==> src/rtl/dff_share_arbiter_if.sv <==
// Requester-side bus for dff_share_arbiter: per-requester req/lock/data in,
// grant/ack plus the shared register contents out.
interface dff_share_arbiter_if #(
    parameter int unsigned NREQ = 4,
    parameter int unsigned DW   = 8
);
    localparam int unsigned IDW = $clog2(NREQ);

    logic [NREQ-1:0]    req;
    logic [NREQ-1:0]    lock;
    logic [NREQ*DW-1:0] din;
    logic [NREQ-1:0]    gnt;
    logic [NREQ-1:0]    ack;
    logic [DW-1:0]      q;
    logic               q_valid;
    logic [IDW-1:0]     last_id;

    modport master (
        output req, lock, din,
        input  gnt, ack, q, q_valid, last_id
    );

    modport slave (
        input  req, lock, din,
        output gnt, ack, q, q_valid, last_id
    );
endinterface

==> src/rtl/dff_share_arbiter.sv <==
// Round-robin arbiter that loads one requester word per grant into a shared
// register. Define ARB_LOCK_EN to enable burst-lock (LOCKED state).
module dff_share_arbiter #(
    parameter int unsigned NREQ = 4,
    parameter int unsigned DW   = 8
) (
    input logic            clk,
    input logic            rst,
    dff_share_arbiter_if.slave bus
);
    localparam int unsigned IDW = $clog2(NREQ);

`ifdef ARB_LOCK_EN
    typedef enum logic [1:0] {IDLE, GRANT, LOCKED} state_t;
`else
    typedef enum logic [1:0] {IDLE, GRANT} state_t;
`endif

    state_t         state, state_n;
    logic [IDW-1:0] ptr, ptr_n;
    logic [NREQ-1:0] gnt_r, gnt_n;
    logic [NREQ-1:0] ack_r, ack_n;
    logic [DW-1:0]  q_r, q_n;
    logic           qv_r, qv_n;
    logic [IDW-1:0] id_r, id_n;

    logic [DW-1:0]  words [NREQ];
    logic           found;
    logic [IDW-1:0] win;
    logic [IDW-1:0] idx;

    function automatic logic [NREQ-1:0] onehot(input logic [IDW-1:0] i);
        return NREQ'(1) << i;
    endfunction

    function automatic logic [IDW-1:0] next_idx(input logic [IDW-1:0] i);
        return IDW'((32'(i) + 32'd1) % NREQ);
    endfunction

    // Unpack the flat data bus into per-requester words
    always_comb begin
        for (int unsigned i = 0; i < NREQ; i++) begin
            words[i] = bus.din[i*DW +: DW];
        end
    end

    // First pending request at or after ptr, wrapping past NREQ-1
    always_comb begin
        found = 1'b0;
        win   = '0;
        idx   = '0;
        for (int unsigned k = 0; k < NREQ; k++) begin
            idx = IDW'((32'(ptr) + k) % NREQ);
            if (!found && bus.req[idx]) begin
                found = 1'b1;
                win   = idx;
            end
        end
    end

`ifndef ARB_LOCK_EN
    logic unused_lock;
    assign unused_lock = ^bus.lock;
`endif

    always_comb begin
        state_n = state;
        ptr_n   = ptr;
        gnt_n   = '0;
        ack_n   = '0;
        q_n     = q_r;
        qv_n    = qv_r;
        id_n    = id_r;

        unique case (state)
            IDLE: begin
                if (found) begin
                    q_n   = words[win];
                    gnt_n = onehot(win);
                    ack_n = onehot(win);
                    id_n  = win;
                    qv_n  = 1'b1;
`ifdef ARB_LOCK_EN
                    if (bus.lock[win]) begin
                        state_n = LOCKED;
                    end else begin
                        state_n = GRANT;
                        ptr_n   = next_idx(win);
                    end
`else
                    state_n = GRANT;
                    ptr_n   = next_idx(win);
`endif
                end
            end
            GRANT: begin
                state_n = IDLE;
            end
`ifdef ARB_LOCK_EN
            // Owner keeps the register; it may reload every cycle it asserts req
            LOCKED: begin
                if (bus.lock[id_r]) begin
                    gnt_n = onehot(id_r);
                    if (bus.req[id_r]) begin
                        q_n   = words[id_r];
                        ack_n = onehot(id_r);
                    end
                end else begin
                    ptr_n   = next_idx(id_r);
                    state_n = IDLE;
                end
            end
`endif
            default: begin
                state_n = IDLE;
            end
        endcase
    end

    always_ff @(posedge clk) begin
        if (rst) begin
            state <= IDLE;
            ptr   <= '0;
            gnt_r <= '0;
            ack_r <= '0;
            q_r   <= '0;
            qv_r  <= 1'b0;
            id_r  <= '0;
        end else begin
            state <= state_n;
            ptr   <= ptr_n;
            gnt_r <= gnt_n;
            ack_r <= ack_n;
            q_r   <= q_n;
            qv_r  <= qv_n;
            id_r  <= id_n;
        end
    end

    assign bus.gnt     = gnt_r;
    assign bus.ack     = ack_r;
    assign bus.q       = q_r;
    assign bus.q_valid = qv_r;
    assign bus.last_id = id_r;

endmodule

==> src/flat_wrapper.sv <==
// flat-port wrapper written by rule: the top's interface ports become plain ports
module dff_share_arbiter_flat 
#(
    parameter int unsigned NREQ = 4,
    parameter int unsigned DW   = 8
)
  (clk, rst, bus_req, bus_lock, bus_din, bus_gnt, bus_ack, bus_q, bus_q_valid, bus_last_id);
  dff_share_arbiter_if #(.NREQ(NREQ), .DW(DW)) bus_i ();
  input logic clk;
  input logic rst;
  input wire logic [$bits(bus_i.req)-1:0] bus_req;
  input wire logic [$bits(bus_i.lock)-1:0] bus_lock;
  input wire logic [$bits(bus_i.din)-1:0] bus_din;
  output wire logic [$bits(bus_i.gnt)-1:0] bus_gnt;
  output wire logic [$bits(bus_i.ack)-1:0] bus_ack;
  output wire logic [$bits(bus_i.q)-1:0] bus_q;
  output wire logic [$bits(bus_i.q_valid)-1:0] bus_q_valid;
  output wire logic [$bits(bus_i.last_id)-1:0] bus_last_id;
  assign bus_i.req = bus_req;
  assign bus_i.lock = bus_lock;
  assign bus_i.din = bus_din;
  assign bus_gnt = bus_i.gnt;
  assign bus_ack = bus_i.ack;
  assign bus_q = bus_i.q;
  assign bus_q_valid = bus_i.q_valid;
  assign bus_last_id = bus_i.last_id;
  dff_share_arbiter #(.NREQ(NREQ), .DW(DW)) u_core (.clk(clk), .rst(rst), .bus(bus_i));
endmodule
==> config.mk <==
export PLATFORM = sky130hd
export DESIGN_NAME = dff_share_arbiter_flat
export DESIGN_NICKNAME = d
export VERILOG_FILES = /design/src/rtl/dff_share_arbiter_if.sv /design/src/rtl/dff_share_arbiter.sv /design/src/flat_wrapper.sv
export SDC_FILE = /design/constraint.sdc
export NUM_CORES = 1
export LEC_CHECK = 0
export CAP_MARGIN = 20
export CORE_ASPECT_RATIO = 0.8
export CORE_MARGIN = 5
export CORE_UTILIZATION = 32
export DETAILED_ROUTE_END_ITERATION = 12
export PLACE_DENSITY = 0.86
export RECOVER_POWER = 25
export REMOVE_ABC_BUFFERS = 1
export SKIP_CTS_REPAIR_TIMING = 1
export SYNTH_ARGS = -nofsm -noshare
export SYNTH_HDL_FRONTEND = slang
export SYNTH_SLANG_ARGS = --single-unit
==> constraint.sdc <==
create_clock -name clk -period 1.8 [get_ports clk]
set_input_delay 0.54 -clock clk [delete_from_list [all_inputs] [get_ports clk]]
set_output_delay 0.54 -clock clk [all_outputs]
set_load 0.02 [all_outputs]
==> results of run 1 <==
cell families after synthesis:
family	share of synthesized area, %
mux	18.9
compound gates	17.4
buf+inv	9.99
simple gates	13.9
xor+xnor	0.945
flops	38.9
layout by cell type (no fill, tap or decap), types with 2 or more instances in the layout:
master           instances
a21oi_1                  2
a22o_1                   2
a32o_1                   6
buf_4                   12
buf_6                    2
clkbuf_1                 7
clkbuf_4                 3
clkdlybuf4s50_1         33
dfxtp_1                 18
dlymetal6s2s_1          17
inv_1                    2
mux2_2                   4
mux2i_1                 13
nand2_1                 19
nor2_1                   8
o21ai_1                  4
state kept, by name, indices dropped and copies added (netlist names):
| name | count |
|---|---|
| u_core.bus.q | 8 |
| u_core.state | 1 |
| u_core.bus.q_valid | 1 |
| u_core.ptr | 2 |
| u_core.bus.gnt | 4 |
| u_core.bus.last_id | 2 |
critical path, cell delays in order:
cell	delay [ns]
dlymetal6s2s_1	0.16
or3b_4	0.39
o221ai_4	0.10
buf_4	0.19
mux2_2	0.33
o21ai_1	0.13
o21ai_1	0.08
worst paths after layout:
path | start | endpoint | cells after the start
max | bus_req[1] | u_core.bus.q[1] | 7
min | u_core.bus.q[7] | u_core.bus.q[7] | 1
max reg2reg | u_core.ptr[1] | u_core.bus.q[1] | 6
min reg2reg | u_core.bus.q[7] | u_core.bus.q[7] | 1
area by class of cell:
| cell class | count | area [sq um] | share of cell area, % |
|---|---|---|---|
| Multi-Input combinational cell | 69 | 494 | 30.3 |
| Sequential cell | 18 | 360 | 22.1 |
| Clock buffer | 4 | 36.3 | 2.22 |
| Inverter | 2 | 7.51 | 0.460 |
| Timing Repair Buffer | 72 | 687 | 42.1 |
| Tap cell | 38 | 47.5 | 2.91 |
layer usage:
metal	vias up	track usage (%)	wire length, microns
li1	482	-	-
met1	437	13.5	1110
met2	51	24.1	1420
met3	9	7.11	254
met4	0	4.92	48
met5	-	0	0
power by group:
part | total (mW) | switching [mW] | internal [mW]
Combinational | 0.523 | 0.238 | 0.286
Sequential | 0.480 | 0.0311 | 0.449
Clock | 0.249 | 0.125 | 0.123
Total | 1.25 | 0.394 | 0.858
==> impl_results.md, run 1 <==
- Die Height: just under 60 microns
- Final Util: about three fifths
- Clock buffer depth: 2
- Post-synth EDFFs: 0
- Drt first pass iters: 4
- DP Cell Count: a little under 200
- Worst slack, placed: -0.576 ns
- Fraction of layout cells with a size suffix above 1: between 15 and 20%
- Port bufs: 56
- Sequential share of the synthesized area: 38.9%
- Post-synth top flop: dfxtp_1
- Via count: around 980
- Post-layout power: roughly 1.3 mW
- Vias in the first global route: between 1,000 and 1,500
- Final instance area: ~1600 sq um
- Clk Latency, worst-skew pair: about 0.3 ns
- Final WL: approximately 2800 microns
- Cell area power density: between 700 and 800 nW/um^2
- CTS Root Cell: clkbuf_4
- Worst EP required: around 2 ns
- Total negative slack: 0 ns
- CTS sink count: 18
- # fillers: 259
- Status: finished clean
- Final Slew Violations: 0
- HPWL after detailed placement: about 2300 microns
- Area Overhead vs Synth: 76.1%
- First-pass GRT wire length: 4350 microns
- Boundary pin count: 61
- Final net count: approximately 210
- Worst Hold Slack: between 0.4 and 0.5 ns
- Clock transition at path regs: approximately 0.10 ns
- VDD IR-drop max: approximately 0.00043 V
- Final setup viols: 0
- Max capacitance violation total: 0
- Initial drt markers: 14
- WP data arrival: 1.92 ns
- H-tree depth: 1
- Clk_skew: approximately 0.0050 ns
- CP startpoint kind: primary input
- DIE AREA: ~4000 sq um
- Synthesis-stage register bit count: 18
- RePlAce Congestion: between 0.7 and 0.8
- Fmax: 583 MHz
- Rows: 17
- Initial antenna violation count: 0
- Largest net degree at the start of global routing: 14
- Fin. Hold Viols: 0
- Internal reg-to-reg setup slack: around 0.11 ns
- CP Max Fanout: 4
- Synth top area share: 38.9%
- Setup CP Type: primary input to register
- CTS tree: yes
- Area post-placement: around 1600 sq um
- Post-route ant nets: 0
- Area leader, netlist: dfxtp_1
- Worst-margin pin slew: approximately 0.42 ns
- Fin worst setup slack: 0.0857 ns
- Die X: ~70 microns
- Residual DRC count: 0
- Fin crit share: between 90% and 100%
- Ys Warns: 0
- Top cells by count, synth: 19 x nand2_1, 18 x dfxtp_1, 13 x mux2i_1
- Post-Syn Area per Cell: approximately 9.4 sq um
- Initial Util: ~34%
- Post-Syn Area: just over 900 sq um
- Classification of the worst-slack hold path: register to register
- Diodes inserted: 0
- CTS buffer count: 3
- Fin crit period: approximately 1.7 ns
- Relative slew slack: slightly above 70%
- Leak: between 0.9 and 1 nW
- Count leader, synth: nand2_1
- Asr flop ratio synth: 0%
- CORE AREA: between 2000 and 3000 sq um
- WL per Instance: between 10 and 15 microns
- Distinct cell type count after synthesis: 27
- Total track usage: approximately 13%
- Overflow after GRT: 0
- Drt via density: 4.82
- Critical Path Sink Type: register
- Fin cells: ~200
- Largest cells by area after synthesis: dfxtp_1 39%, mux2i_1 14%, nand2_1 7.7%
- RSZ-0062 raised after global routing: no
- Syn Inst Count: between 90 and 100
Note: power is estimated with default switching activity, not from simulation.
==> run 2, diff against run 1 <==
- CORE_MARGIN: 5 -> 1
==> run 2 against run 1 <==
Compared with the run above:
- maximum frequency down 2.5%
- sequential power about the same
- critical path depth up 2
- power up 3.2%
- critical path type unchanged
- largest cell class unchanged
==> impl_results.md, run 2 (same netlist as run 1, synthesis figures left out) <==
- Status: finished clean (unchanged)
- Most common cell after layout, fill and taps aside: clkdlybuf4s50_1 (unchanged)
- Leak: 0.926 nW (was 0.907 nW)
- Fin crit period: 1.76 ns (was 1.71 ns)
- Rows: 17 (unchanged)
- Worst-margin pin slew: 0.435 ns (was 0.416 ns)
- H-tree depth: 1 (unchanged)
- Drt first pass iters: 4 (unchanged)
- Max capacitance violation total: 0 (unchanged)
- Initial antenna violation count: 0 (unchanged)
- Largest net degree at the start of global routing: 14 (unchanged)
- CORE AREA: 2770 sq um (unchanged)
- CP Max Fanout: 7 (was 4)
- Critical Path Sink Type: register (unchanged)
- Clock transition at path regs: 0.11 ns (was 0.10 ns)
- Worst slack, placed: -0.652 ns (was -0.576 ns)
- RSZ-0062 raised after global routing: no (unchanged)
- Setup CP Type: primary input to register (unchanged)
- Vias in the first global route: 1,005 (was 1,032)
- Relative slew slack: 70.7% (was 72.0%)
- Diodes inserted: 0 (unchanged)
- Initial drt markers: 27 (was 14)
- CTS buffer count: 3 (unchanged)
- Fin worst setup slack: 0.0413 ns (was 0.0857 ns)
- Clk Latency, worst-skew pair: 0.30 ns (about the same)
- WL per Instance: 13.8 microns (was 14.0 microns)
- Boundary pin count: 61 (unchanged)
- Final setup viols: 0 (unchanged)
- HPWL after detailed placement: 2100 microns (was 2260 microns)
- Hold path depth: 2 (was 1)
- Fin. Hold Viols: 0 (unchanged)
- Total track usage: 17.1% (was 13.5%)
- Max reg flops: 8 (unchanged)
- First-pass GRT wire length: 4150 microns (was 4350 microns)
- Die X: 62.2 microns (was 70.2 microns)
- CTS tree: yes (unchanged)
- Area Overhead vs Synth: 79.9% (was 76.1%)
- CP startpoint kind: primary input (unchanged)
- Fmax: 569 MHz (was 583 MHz)
- Area post-placement: 1590 sq um (was 1580 sq um)
- Classification of the worst-slack hold path: register to register (unchanged)
- CTS sink count: 18 (unchanged)
- Total negative slack: 0 ns (unchanged)
- Post-route ant nets: 0 (unchanged)
- Final Util: 60.3% (was 59.0%)
- DIE AREA: 3120 sq um (was 4080 sq um)
- Worst Hold Slack: 0.461 ns (was 0.467 ns)
- Final instance area: 1670 sq um (was 1630 sq um)
- Die Height: 50.1 microns (was 58.1 microns)
- Fraction of layout cells with a size suffix above 1: 19.0% (was 16.4%)
- Worst EP required: 2.00 ns (about the same)
- Final net count: 211 (was 208)
- Port bufs: 56 (unchanged)
- Initial Util: 33.5% (unchanged)
- CTS Root Cell: clkbuf_4 (unchanged)
- Clock buffer depth: 2 (unchanged)
- Most frequent cells in the layout: 33 x clkdlybuf4s50_1, 19 x nand2_1, 17 x dfxtp_1 (was 33 x clkdlybuf4s50_1, 19 x nand2_1, 18 x dfxtp_1)
- DP Cell Count: 199 (unchanged)
- Fin cells: 206 (was 203)
- Via count: 997 (was 979)
- Drt via density: 4.84 (was 4.82)
- RePlAce Congestion: 0.745 (was 0.765)
- Fin crit share: 97.7% (was 95.2%)
- Overflow after GRT: 0 (unchanged)
- Clk_skew: 0.00590 ns (was 0.00496 ns)
- VDD IR-drop max: 0.000467 V (was 0.000425 V)
- Final WL: 2830 microns (was 2840 microns)
- Residual DRC count: 0 (unchanged)
- WP data arrival: 1.96 ns (was 1.92 ns)
- Cell area power density: 775 nW/um^2 (was 767 nW/um^2)
- Final Slew Violations: 0 (unchanged)
- Worst Reg2Reg Path Length in Cells: 8 (was 6)
- Post-layout power: 1.29 mW (was 1.25 mW)
run 2: critical path, stage by stage:
cell	delay [ns]
clkbuf_2	0.10
or3b_4	0.39
o221ai_2	0.07
buf_6	0.15
buf_12	0.12
buf_4	0.10
mux2i_1	0.17
nand2_1	0.07
a32o_1	0.24
run 2: final cells by class:
type / instances / area [sq um]
Clock buffer: 4 / 36.3
Fill cell: 273 / 1100
Inverter: 2 / 7.51
Multi-Input combinational cell: 69 / 483
Sequential cell: 18 / 362
Tap cell: 38 / 47.5
Timing Repair Buffer: 75 / 732
run 2: worst paths after layout:
check / startpoint / end / slack [ns]
hold reg to reg: u_core.bus.last_id[0] / u_core.bus.last_id[0] / 0.46
setup / recovery: bus_req[1] / u_core.bus.q[4] / 0.04
hold / removal: u_core.bus.last_id[0] / u_core.bus.last_id[0] / 0.46
setup reg to reg: u_core.ptr[1] / u_core.bus.q[4] / 0.05
run 2: metal layers:
layer	vias to the layer above	share of wire (%)	track usage [%]	routed length, microns
met4	0	0	2.71	0
met5	-	0	0	0
li1	488	-	-	-
met3	0	7.8	8.41	221
met2	41	53	34.6	1500
met1	468	39	15.7	1120
run 2: power by group:
group          total, mW  leakage [nW]  internal [mW]  switching, mW
clock              0.252        0.0210          0.123          0.129
combinational      0.559         0.756          0.313          0.246
sequential         0.482         0.149          0.450         0.0318
==> run 3, diff against run 2 <==
- ABC_CLOCK_PERIOD_IN_PS: not set -> 1800
- CORE_UTILIZATION: 32 -> 35
- DONT_BUFFER_PORTS: not set -> 1
- PLACE_DENSITY: 0.86 -> 0.61
==> run 3 against run 2 <==
Compared with the run above:
- first-iteration DRC count decreased by 44%
- hold slack worse by 0.032 ns
- register-to-register slack barely moved
- critical path depth decreased by 2
- maximum frequency grew 0.83%
- global-route usage shrank 1.5 points
- power is 18% lower
- sequential share of layout area is 13 points higher
- critical path type is now register to register
==> impl_results.md, run 3 (same netlist as run 1, synthesis figures left out) <==
- Final net count: 148 (was 211)
- Total track usage: 15.6% (was 17.1%)
- Worst Reg2Reg Path Length in Cells: 7 (was 8)
- Fraction of layout cells with a size suffix above 1: 22.1% (was 19.0%)
- Post-route ant nets: 0 (unchanged)
- Final WL: 2040 microns (was 2830 microns)
- Boundary pin count: 61 (unchanged)
- Crit-path slowest cell: or3b_4 (unchanged)
- CP startpoint kind: register (was primary input)
- Critical Path Sink Type: register (unchanged)
- Rows: 16 (was 17)
- Internal reg-to-reg setup slack: 0.06 ns (was 0.05 ns)
- Reg-to-Reg Start: u_core.ptr[1] (unchanged)
- Clk_skew: 0.00562 ns (was 0.00590 ns)
- CORE AREA: 2480 sq um (was 2770 sq um)
- Fin worst setup slack: 0.0558 ns (was 0.0413 ns)
- Vias in the first global route: 680 (was 1,005)
- Overflow after GRT: 0 (unchanged)
- CP dominant cell by count: o21ai_1
- Worst EP required: 1.99 ns (was 2.00 ns)
- Reg-to-reg endpoint: u_core.bus.q[0] (was u_core.bus.q[4])
- Worst-margin pin slew: 0.549 ns (was 0.435 ns)
- Status: finished clean (unchanged)
- CP Max Fanout: 7 (unchanged)
- Leak: 0.463 nW (was 0.926 nW)
- Via count: 739 (was 997)
- Clock transition at path regs: 0.10 ns (was 0.11 ns)
- WP data arrival: 1.93 ns (was 1.96 ns)
- CP max stage delay: 0.39 ns (about the same)
- Hold path depth: 2 (unchanged)
- HPWL after detailed placement: 1460 microns (was 2100 microns)
- Largest net degree at the start of global routing: 15 (was 14)
- Worst Hold Launch: rst (was u_core.bus.last_id[0])
- Critical Path, Cell by Cell: or3b_4, o221ai_2, buf_6, buf_12, mux2_2, o21ai_1, o21ai_1 (was clkbuf_2, or3b_4, o221ai_2, buf_6, buf_12, buf_4, mux2i_1, nand2_1, a32o_1)
- Initial Util: 37.3% (was 33.5%)
- Die Height: 48.0 microns (was 50.1 microns)
- Port bufs: 0 (was 56)
- Clk Latency, worst-skew pair: 0.29 ns (was 0.30 ns)
- RePlAce Congestion: 0.719 (was 0.745)
- Fin crit period: 1.74 ns (was 1.76 ns)
- Residual DRC count: 0 (unchanged)
- VDD IR-drop max: 0.000402 V (was 0.000467 V)
- Initial antenna violation count: 0 (unchanged)
- Cell area power density: 1020 nW/um^2 (was 775 nW/um^2)
- Fmax: 573 MHz (was 569 MHz)
- Diodes inserted: 0 (unchanged)
- Area Overhead vs Synth: 12.8% (was 79.9%)
- WHS Endpoint: u_core.bus.q_valid (was u_core.bus.last_id[0])
- Final Slew Violations: 0 (unchanged)
- Clock buffer depth: 2 (unchanged)
- DIE AREA: 2860 sq um (was 3120 sq um)
- First-pass GRT wire length: 3160 microns (was 4150 microns)
- Fin. Hold Viols: 0 (unchanged)
- CTS buffer count: 3 (unchanged)
- Final Util: 42.1% (was 60.3%)
- H-tree depth: 1 (unchanged)
- Final setup viols: 0 (unchanged)
- Drt via density: 5.28 (was 4.84)
- Fin crit share: 96.9% (was 97.7%)
- CTS Root Cell: clkbuf_4 (unchanged)
- Relative slew slack: 63.4% (was 70.7%)
- Max capacitance violation total: 0 (unchanged)
- WL per Instance: 14.6 microns (was 13.8 microns)
- Initial drt markers: 15 (was 27)
- Classification of the worst-slack hold path: primary input to register (was register to register)
- Most common cell after layout, fill and taps aside: nand2_1 (was clkdlybuf4s50_1)
- Drt first pass iters: 4 (unchanged)
- CTS sink count: 18 (unchanged)
- Setup CP Type: register to register (was primary input to register)
- Most frequent cells in the layout: 19 x nand2_1, 17 x dfxtp_1, 13 x mux2i_1 (was 33 x clkdlybuf4s50_1, 19 x nand2_1, 17 x dfxtp_1)
- Max reg flops: 8 (unchanged)
- CTS tree: yes (unchanged)
- Worst slack, placed: -0.108 ns (was -0.652 ns)
- Die X: 59.5 microns (was 62.2 microns)
## run 3: final cells by class
type / instances / area [sq um]
fillers: 259 / 1440
multi-input cells: 69 / 483
flip-flops and latches: 18 / 364
repair buffers: 12 / 124
well taps: 36 / 45.0
clock buffers: 3 / 22.5
inverters: 2 / 7.51
## run 3: critical path: cells and delay by family, from the launching register on
family                 cells  cell delay, ns
and+or+nand+nor            1            0.39
DFF                        1            0.36
muxes                      1            0.34
buffers and inverters      2            0.28
AOI/OAI and AO/OA          3            0.26
## run 3: report_power, final
| part | switching [mW] | internal, mW | leakage, nW |
|---|---|---|---|
| clock network | 0.119 | 0.0778 | 0.0138 |
| logic | 0.145 | 0.180 | 0.300 |
| registers | 0.0930 | 0.451 | 0.150 |
## run 3: layer usage
metal / vias up / global-route usage [%] / wire length, microns
met4: 0 / 4.19 / 11
li1: 359 / - / -
met3: 2 / 7.84 / 220
met1: 330 / 17.9 / 877
met5: - / 0 / 0
met2: 48 / 26.3 / 931
## run 3: worst max path at each step
| stage | startpoint | to | slack [ns] |
|---|---|---|---|
| after detailed placement | bus_req[1] | u_core.bus.q[0] | -0.11 |
| after floorplan | bus_req[1] | u_core.bus.q[0] | -0.83 |
| after global routing | u_core.ptr[1] | u_core.bus.q[4] | -0.0006 |
| final | u_core.ptr[1] | u_core.bus.q[0] | 0.06 |
| after CTS | u_core.ptr[1] | u_core.bus.q[0] | 0.05 |
| after global placement | bus_req[1] | u_core.bus.q[0] | -0.10 |
## run 3: per-stage QoR
step	hold slack [ns]	TNS (ns)	std cells	total power [mW]	area (sq um)
final	0.429	0	140	1.07	1050
after global routing	0.420	-0.000622	140	1.14	1050
after CTS	0.416	0	137	1.04	996
after detailed placement	0.476	-0.477	134	0.839	973
after global placement	0.461	-0.256	134	0.826	973
after floorplan	0.435	-9.95	89	0.740	842
